==> config.mk <==
export PLATFORM = sky130hd
export DESIGN_NAME = id_ex_stage
export DESIGN_NICKNAME = d
export VERILOG_FILES = /design/src/rtl/id_ex_stage.sv
export SDC_FILE = /design/constraint.sdc
export NUM_CORES = 1
export LEC_CHECK = 0
export CAP_MARGIN = 20
export CORE_ASPECT_RATIO = 1.75
export CORE_MARGIN = 2
export CORE_UTILIZATION = 40
export CTS_BUF_LIST = sky130_fd_sc_hd__clkbuf_2
export DETAILED_ROUTE_END_ITERATION = 10
export HOLD_SLACK_MARGIN = 0.08
export PLACE_DENSITY_LB_ADDON = 0.08
export SLEW_MARGIN = 20
export SYNTH_ARGS = -nofsm -noshare
export SYNTH_HDL_FRONTEND = slang
export SYNTH_SLANG_ARGS = --single-unit
==> constraint.sdc <==
create_clock -name clk -period 2.5 [get_ports clk]
set_input_delay 0.25 -clock clk [delete_from_list [all_inputs] [get_ports clk]]
set_output_delay 0.25 -clock clk [all_outputs]
set_load 0.05 [all_outputs]
==> src/rtl/id_ex_stage.sv <==
// ID stage of the 4-stage pipeline: decode, register-file read with EX/WB forwarding,
// and the ID/EX pipeline register feeding the ALU. Also owns the 8x8 register file.
module id_ex_stage #(
  parameter int DATA_W = 8,
  parameter int NREG   = 8
) (
  input  logic              clk,
  input  logic              reset,
  input  logic [7:0]        instr_ID,
  input  logic [7:0]        PC_ID,
  input  logic              valid_ID,
  input  logic              flush,
  input  logic [DATA_W-1:0] ex_result,
  input  logic              wb_en,
  input  logic [2:0]        wb_addr,
  input  logic [DATA_W-1:0] wb_data,
  output logic [DATA_W-1:0] A_in_EX,
  output logic [DATA_W-1:0] Imm_Data_EX,
  output logic [DATA_W-1:0] Sht_Data_EX,
  output logic [7:0]        PC_EX,
  output logic [1:0]        opcode_EX,
  output logic [3:0]        ControlLines,
  output logic              sht_imm,
  output logic [2:0]        rd_EX,
  output logic              regwrite_EX,
  output logic              valid_EX
);

  localparam logic [1:0] OP_MOVI = 2'b00;
  localparam logic [1:0] OP_ADD  = 2'b01;
  localparam logic [1:0] OP_SLL  = 2'b10;
  localparam logic [1:0] OP_JMP  = 2'b11;

  logic [DATA_W-1:0] r_regs [NREG];

  logic [1:0]        w_opcode;
  logic [2:0]        w_rd_addr;
  logic [2:0]        w_rs_addr;
  logic [DATA_W-1:0] w_rd_val;
  logic [DATA_W-1:0] w_rs_val;
  logic [DATA_W-1:0] w_imm;
  logic [DATA_W-1:0] w_sht;
  logic [3:0]        w_ctrl;
  logic              w_sht_imm;
  logic              w_regwrite;
  logic              w_ex_fwd_ok;
  logic              w_load;

  assign w_opcode  = instr_ID[7:6];
  assign w_rd_addr = instr_ID[5:3];
  assign w_rs_addr = instr_ID[2:0];

  // A bubble in EX has valid_EX=0 and regwrite_EX=0, so it can never forward.
  assign w_ex_fwd_ok = valid_EX & regwrite_EX;

  // Operand priority: EX result, then same-cycle WB write, then the register file.
  always_comb begin
    w_rd_val = r_regs[w_rd_addr];
    if (w_ex_fwd_ok && (rd_EX == w_rd_addr)) begin
      w_rd_val = ex_result;
    end else if (wb_en && (wb_addr == w_rd_addr)) begin
      w_rd_val = wb_data;
    end

    w_rs_val = r_regs[w_rs_addr];
    if (w_ex_fwd_ok && (rd_EX == w_rs_addr)) begin
      w_rs_val = ex_result;
    end else if (wb_en && (wb_addr == w_rs_addr)) begin
      w_rs_val = wb_data;
    end
  end

  always_comb begin
    w_imm      = '0;
    w_sht      = '0;
    w_ctrl     = 4'b0010;
    w_sht_imm  = 1'b0;
    w_regwrite = 1'b1;
    case (w_opcode)
      OP_MOVI: w_imm = {5'b0, instr_ID[2:0]};
      OP_ADD:  w_imm = w_rs_val;
      OP_SLL: begin
        w_sht     = {5'b0, instr_ID[2:0]};
        w_ctrl    = 4'b1000;
        w_sht_imm = 1'b1;
      end
      OP_JMP: begin
        w_imm      = {{2{instr_ID[5]}}, instr_ID[5:0]};
        w_regwrite = 1'b0;
      end
      default: w_imm = '0;
    endcase
  end

  // valid_ID qualifies instr_ID; flush squashes it. Either way EX receives an all-zero bubble.
  assign w_load = valid_ID & ~flush;

  always_ff @(posedge clk) begin
    if (reset) begin
      for (int i = 0; i < NREG; i++) begin
        r_regs[i] <= '0;
      end
      A_in_EX      <= '0;
      Imm_Data_EX  <= '0;
      Sht_Data_EX  <= '0;
      PC_EX        <= '0;
      opcode_EX    <= '0;
      ControlLines <= '0;
      sht_imm      <= 1'b0;
      rd_EX        <= '0;
      regwrite_EX  <= 1'b0;
      valid_EX     <= 1'b0;
    end else begin
      if (wb_en) begin
        r_regs[wb_addr] <= wb_data;
      end
      if (w_load) begin
        A_in_EX      <= w_rd_val;
        Imm_Data_EX  <= w_imm;
        Sht_Data_EX  <= w_sht;
        PC_EX        <= PC_ID;
        opcode_EX    <= w_opcode;
        ControlLines <= w_ctrl;
        sht_imm      <= w_sht_imm;
        rd_EX        <= w_rd_addr;
        regwrite_EX  <= w_regwrite;
        valid_EX     <= 1'b1;
      end else begin
        A_in_EX      <= '0;
        Imm_Data_EX  <= '0;
        Sht_Data_EX  <= '0;
        PC_EX        <= '0;
        opcode_EX    <= '0;
        ControlLines <= '0;
        sht_imm      <= 1'b0;
        rd_EX        <= '0;
        regwrite_EX  <= 1'b0;
        valid_EX     <= 1'b0;
      end
    end
  end

endmodule

==> results of run 1 <==
-- final cells by class --
class,instances,share of cell area
sequential,100,0.431
multi-input combinational,275,0.346
timing repair buffer,107,0.164
tap,165,0.0336
clock inverter,7,0.0153
clock buffer,9,0.00734
inverter,5,0.00306
antenna,1,0.000408
-- cell families (layout without fill, tap and decap cells) --
logic type / Yosys count / in the layout / share of synthesized area
xor gates and xnor gates: 12 / 12 / 0.0226
DFF: 100 / 100 / 0.531
buffers and inverters: 40 / 128 / 0.0463
AOI/OAI and AO/OA: 60 / 60 / 0.0770
muxes: 48 / 48 / 0.149
and+or+nand+nor: 148 / 148 / 0.172
other: 1 / 8 / 0.000754
-- sequential cells by signal, indices dropped and copies added (netlist names) --
register      cells
rd_EX             3
ControlLines      2
regwrite_EX       1
Imm_Data_EX       8
Sht_Data_EX       3
A_in_EX           8
valid_EX          1
opcode_EX         2
PC_EX             8
r_regs           64
-- layout by cell type (no fill, tap or decap), types with 9 or more instances in the layout --
cell	synthesis	layout
dfxtp_1	36	36
xnor2_1	9	9
clkbuf_2	0	9
a21oi_1	12	12
mux4_2	21	21
or2_2	9	9
edfxtp_1	64	64
and2_1	57	57
nand2_1	14	14
mux2i_1	27	27
o21ai_0	23	23
buf_4	10	30
nand2b_1	9	9
nor2_1	13	13
nor3_1	23	23
clkdlybuf4s50_1	0	76
-- per-layer routing --
layer | wire length, µm | track usage | share of wire | vias up
met4 | 170 | 0.0561 | 0.013 | 0
met5 | 0 | 0 | 0 | -
met2 | 7380 | 0.385 | 0.58 | 82
met3 | 477 | 0.0271 | 0.037 | 11
met1 | 4760 | 0.214 | 0.37 | 1656
li1 | - | - | - | 1675
-- per-stage QoR --
stage               hold slack [ns]  utilization  instance area [µm²]  total power [mW]
CTS                           0.133        0.508                 6130              3.35
finish                        0.163        0.509                 6140              3.32
floorplan                     0.339            -                 4990              2.28
detailed placement            0.785        0.497                 6000              2.49
global route                  0.135        0.509                 6140              3.44
global placement              0.765        0.497                 6000              2.48
-- how the worst max path moves through the flow --
stage	startpoint	endpoint	slack [ns]	cells after the start
floorplan	wb_addr[2]	r_regs[0][0]	0.82	4
global placement	reset	r_regs[0][1]	0.31	4
detailed placement	reset	r_regs[0][2]	0.28	4
CTS	rd_EX[1]	rd_EX[1]	0.30	1
global route	rd_EX[1]	rd_EX[1]	0.27	1
finish	rd_EX[1]	rd_EX[1]	0.34	1
-- power by group through the flow --
stage | Combinational, mW | Sequential, mW | Clock [mW]
finish | 0.569 | 1.89 | 0.864
global route | 0.610 | 1.90 | 0.940
CTS | 0.575 | 1.89 | 0.885
detailed placement | 0.572 | 1.92 | 0
global placement | 0.565 | 1.92 | 0
floorplan | 0.316 | 1.96 | 0
==> flow_metrics.env, run 1 <==
export IMPL_dp_hpwl_um=10300
export IMPL_via_per_inst=5.12
export IMPL_path_clk_slew_ns=0.29
export IMPL_yosysTopAreaCell="edfxtp_1"
export IMPL_synthTopCellsByArea="edfxtp_1 39%, dfxtp_1 14%, mux4_2 9.5%"
export IMPL_hold_class="input port to register"
export IMPL_finalClockSkew_ns=0.0176
export IMPL_avgSynthCellArea_um2=12.2
export IMPL_path_class="register to output pin"
export IMPL_clock_latency_ns=0.59
export IMPL_grt_usage=0.197
export IMPL_slew_headroom=0.654
export IMPL_status="finished clean"
export IMPL_ys_flop_type="edfxtp_1"
export IMPL_synth_common_cells="64 x edfxtp_1, 57 x and2_1, 36 x dfxtp_1"
export IMPL_cp_cell_sequence="clkdlybuf4s50_1"
export IMPL_regToRegEndpoint="Imm_Data_EX[6]"
export IMPL_fin_nets=538
export IMPL_grt_antenna_before_repair=1
export IMPL_ys_seq_area_frac=0.531
export IMPL_routed_wl_um=12800
export IMPL_timing_fmax_ghz=0.463
export IMPL_cts_tree="yes"
export IMPL_setup_slack_ns=0.340
export IMPL_cts_max_level=3
export IMPL_postCtsHoldBufs=0
export IMPL_cap_violations=0
export IMPL_power_switching_mw=0.963
export IMPL_post_cts_buffers=0
export IMPL_grt_overflow_total=0
export IMPL_clock_sinks=100
export IMPL_grt_max_degree=24
export IMPL_cp_buffers_inverters=1
export IMPL_rsz0062_at_grt="false"
export IMPL_cts_buffer_depth=2
export IMPL_vdd_ir_drop_max_mv=0.219
export IMPL_power_share_sequential=0.568
export IMPL_combPwrFrac=0.172
export IMPL_slew_violations=0
export IMPL_synth_cell_types=46
export IMPL_leakage_nw=2.23
export IMPL_async_reset_ff_frac=0
export IMPL_crit_slowest_cell="clkdlybuf4s50_1"
export IMPL_final_cell_count_no_fill=669
export IMPL_hold_start="PC_ID[0]"
export IMPL_register_area_mm2=0.00264
export IMPL_slowest_delay_ns=0.84
export IMPL_power_internal_mw=2.36
export IMPL_syn_to_final_growth_pct=23.4
export IMPL_dieHeight_um=151
export IMPL_holdPathStages=2
export IMPL_p_per_area_mw_per_mm2=541
export IMPL_nFillCells=1137
export IMPL_synth_most_common_cell="edfxtp_1"
export IMPL_post_route_drc_count=0
export IMPL_grt_pass1_wl_um=19400
export IMPL_startpoint_type="register"
export IMPL_final_setup_viol_count=0
export IMPL_ios=84
export IMPL_die_x_um=88.3
export IMPL_crit_arrival_ns=1.91
export IMPL_end_kind="output pin"
export IMPL_place_gp_congestion=0.835
export IMPL_cts_root_buf="clkbuf_2"
export IMPL_syn_inst=409
export IMPL_vias=3424
export IMPL_r2r_start="rd_EX[1]"
export IMPL_post_cts_resized=0
export IMPL_p_sw_frac=0.290
export IMPL_report_final_hold_viol_count=0
export IMPL_die_area_mm2=0.0134
export IMPL_final_period_utilization=0.864
export IMPL_grt_pass1_vias=3453
export IMPL_path_max_fanout=3
export IMPL_wl_per_cell_um=19.1
export IMPL_numCtsBuffers=9
export IMPL_drtPass1Iterations=4
export IMPL_drive_gt1_frac=0.167
export IMPL_rr_worst_depth=5
export IMPL_yosysTopAreaCellShare=0.387
export IMPL_placed_cells=652
export IMPL_ys_ff_latch=100
export IMPL_clockPowerShare=0.260
export IMPL_tightestPinTransition_ns=0.517
export IMPL_crit_family="buffers and inverters"
export IMPL_synth_edff_count=64
export IMPL_core_rowCount=53
export IMPL_yosysWarnings=0
export IMPL_hold_end="PC_EX[0]"
export IMPL_rrSetupSlack_ns=0.89
export IMPL_crit_required_ns=2.25
export IMPL_post_place_ws_ns=0.279
export IMPL_ant_nets=0
export IMPL_period_minus_slack_ns=2.16
export IMPL_fin_setup_tns_ns=0
export IMPL_io_buffers=76
export IMPL_core_mm2=0.0121
export IMPL_start_util=0.412
export IMPL_multi_input_area_mm2=0.00212
export IMPL_synth_area_mm2=0.00497
export IMPL_drtIter0Drc=116
No activity file was read; power rests on OpenSTA's default activity.
==> inputs of run 2 (changes only) <==
--- a/config.mk
+++ b/config.mk
@@ -7,9 +7,9 @@
 export LEC_CHECK = 0
 export CAP_MARGIN = 20
 export CORE_ASPECT_RATIO = 1.75
-export CORE_MARGIN = 2
 export CORE_UTILIZATION = 40
 export CTS_BUF_LIST = sky130_fd_sc_hd__clkbuf_2
+export CTS_CLUSTER_SIZE = 30
 export DETAILED_ROUTE_END_ITERATION = 10
 export HOLD_SLACK_MARGIN = 0.08
 export PLACE_DENSITY_LB_ADDON = 0.08
==> flow_metrics.env, run 2 (synthesized netlist as in run 1, its figures left out) <==
export IMPL_clock_latency_ns=0.62
export IMPL_start_util=0.412
export IMPL_cap_violations=0
export IMPL_final_cell_mix="76 x clkdlybuf4s50_1, 64 x edfxtp_1, 57 x and2_1"
export IMPL_dp_hpwl_um=10400
export IMPL_fin_setup_tns_ns=0
export IMPL_timing_fmax_ghz=0.463
export IMPL_end_kind="output pin"
export IMPL_top_register="r_regs"
export IMPL_crit_family="buffers and inverters"
export IMPL_final_period_utilization=0.864
export IMPL_numCtsBuffers=9
export IMPL_post_route_drc_count=0
export IMPL_wl_met3_um=514
export IMPL_fin_nets=540
export IMPL_detail_route_wirelength_met1_um=4870
export IMPL_grt_antenna_before_repair=1
export IMPL_finalClockSkew_ns=0.0312
export IMPL_hold_class="input port to register"
export IMPL_final_cell_count_no_fill=671
export IMPL_leakage_nw=2.23
export IMPL_path_class="register to output pin"
export IMPL_crit_arrival_ns=1.91
export IMPL_path_clk_slew_ns=0.31
export IMPL_rsz0062_at_grt="false"
export IMPL_via_per_inst=5.21
export IMPL_cts_max_level=3
export IMPL_final_setup_viol_count=0
export IMPL_setup_slack_ns=0.340
export IMPL_vias=3496
export IMPL_largest_reg_flops=64
export IMPL_multi_input_area_mm2=0.00212
export IMPL_cts_root_buf="clkbuf_2"
export IMPL_grt_max_degree=24
export IMPL_startpoint_type="register"
export IMPL_top_layer="met4"
export IMPL_p_per_area_mw_per_mm2=543
export IMPL_place_gp_congestion=0.843
export IMPL_ant_nets=0
export IMPL_ios=84
export IMPL_slew_violations=0
export IMPL_syn_to_final_growth_pct=23.6
export IMPL_wl_per_cell_um=19.7
export IMPL_core_rowCount=53
export IMPL_die_area_mm2=0.0129
export IMPL_drtIter0Drc=142
export IMPL_path_max_fanout=3
export IMPL_die_x_um=86.3
export IMPL_tightestPinTransition_ns=0.514
export IMPL_register_area_mm2=0.00264
export IMPL_cts_tree="yes"
export IMPL_placed_cells=654
export IMPL_report_final_hold_viol_count=0
export IMPL_drtPass1Iterations=4
export IMPL_crit_required_ns=2.25
export IMPL_cp_cell_sequence="clkdlybuf4s50_1"
export IMPL_power_mw=3.34
export IMPL_routed_wl_um=13200
export IMPL_period_minus_slack_ns=2.16
export IMPL_clock_sinks=100
export IMPL_met2WireLength_um=7630
export IMPL_core_mm2=0.0121
export IMPL_layout_commonest_cell="clkdlybuf4s50_1"
export IMPL_grt_usage=0.214
export IMPL_drive_gt1_frac=0.170
export IMPL_slowest_delay_ns=0.84
export IMPL_nFillCells=1136
export IMPL_crit_slowest_cell="clkdlybuf4s50_1"
export IMPL_vdd_ir_drop_max_mv=0.303
export IMPL_status="finished clean"
export IMPL_dieHeight_um=149
export IMPL_post_cts_buffers=0
export IMPL_postCtsHoldBufs=0
export IMPL_holdWs_ns=0.137
export IMPL_io_buffers=76
export IMPL_slew_headroom=0.656
export IMPL_post_cts_resized=0
export IMPL_post_place_ws_ns=0.263
export IMPL_grt_pass1_vias=3646
export IMPL_grt_pass1_wl_um=20000
export IMPL_cts_buffer_depth=2
export IMPL_grt_overflow_total=0
export IMPL_cp_buffers_inverters=1
[run 2: cell count changes in the layout (fill, tap and decap cells not counted)]
cell	before	now
clkinv_8	1	0
inv_8	2	3
buf_4	30	32
[run 2: final cells by class]
| class | count | share of cell area |
|---|---|---|
| antenna | 1 | 0.000407 |
| clock buffer | 9 | 0.00733 |
| clock inverter | 7 | 0.0145 |
| inverter | 5 | 0.00305 |
| multi-input combinational | 275 | 0.345 |
| sequential | 100 | 0.430 |
| tap | 165 | 0.0336 |
| timing repair buffer | 109 | 0.166 |
[run 2: stage by stage]
step | area (µm²) | utilization
CTS | 6140 | 0.509
global route | 6150 | 0.509
floorplan | 4990 | -
detailed placement | 6010 | 0.498
finish | 6150 | 0.509
global placement | 6010 | 0.498
[run 2: final timing paths]
check | from | endpoint | slack, ns | cells after the start
min | PC_ID[6] | PC_EX[6] | 0.14 | 2
max reg2reg | r_regs[7][3] | Imm_Data_EX[3] | 0.94 | 5
max | rd_EX[0] | rd_EX[0] | 0.34 | 1
min reg2reg | r_regs[3][6] | A_in_EX[6] | 0.84 | 4
[run 2: report_power, final]
group          leakage, nW  switching, mW  internal, mW  total, mW
clock network       0.0785          0.619         0.259      0.878
registers            0.906         0.0457          1.84       1.89
logic                 1.25          0.319         0.256      0.574
[run 2: routing by layer]
metal	vias up	global-route usage
li1	1679	-
met1	1697	0.218
met2	104	0.428
met3	16	0.0281
met4	0	0.0792
met5	-	0
==> inputs of run 3 (changes only) <==
--- a/config.mk
+++ b/config.mk
@@ -11,6 +11,7 @@
 export CTS_BUF_LIST = sky130_fd_sc_hd__clkbuf_2
 export CTS_CLUSTER_SIZE = 30
 export DETAILED_ROUTE_END_ITERATION = 10
+export GPL_ROUTABILITY_DRIVEN = 1
 export HOLD_SLACK_MARGIN = 0.08
 export PLACE_DENSITY_LB_ADDON = 0.08
 export SLEW_MARGIN = 20
==> results of run 3 <==
Final layout, timing and power as in run 2 (identical DEF).
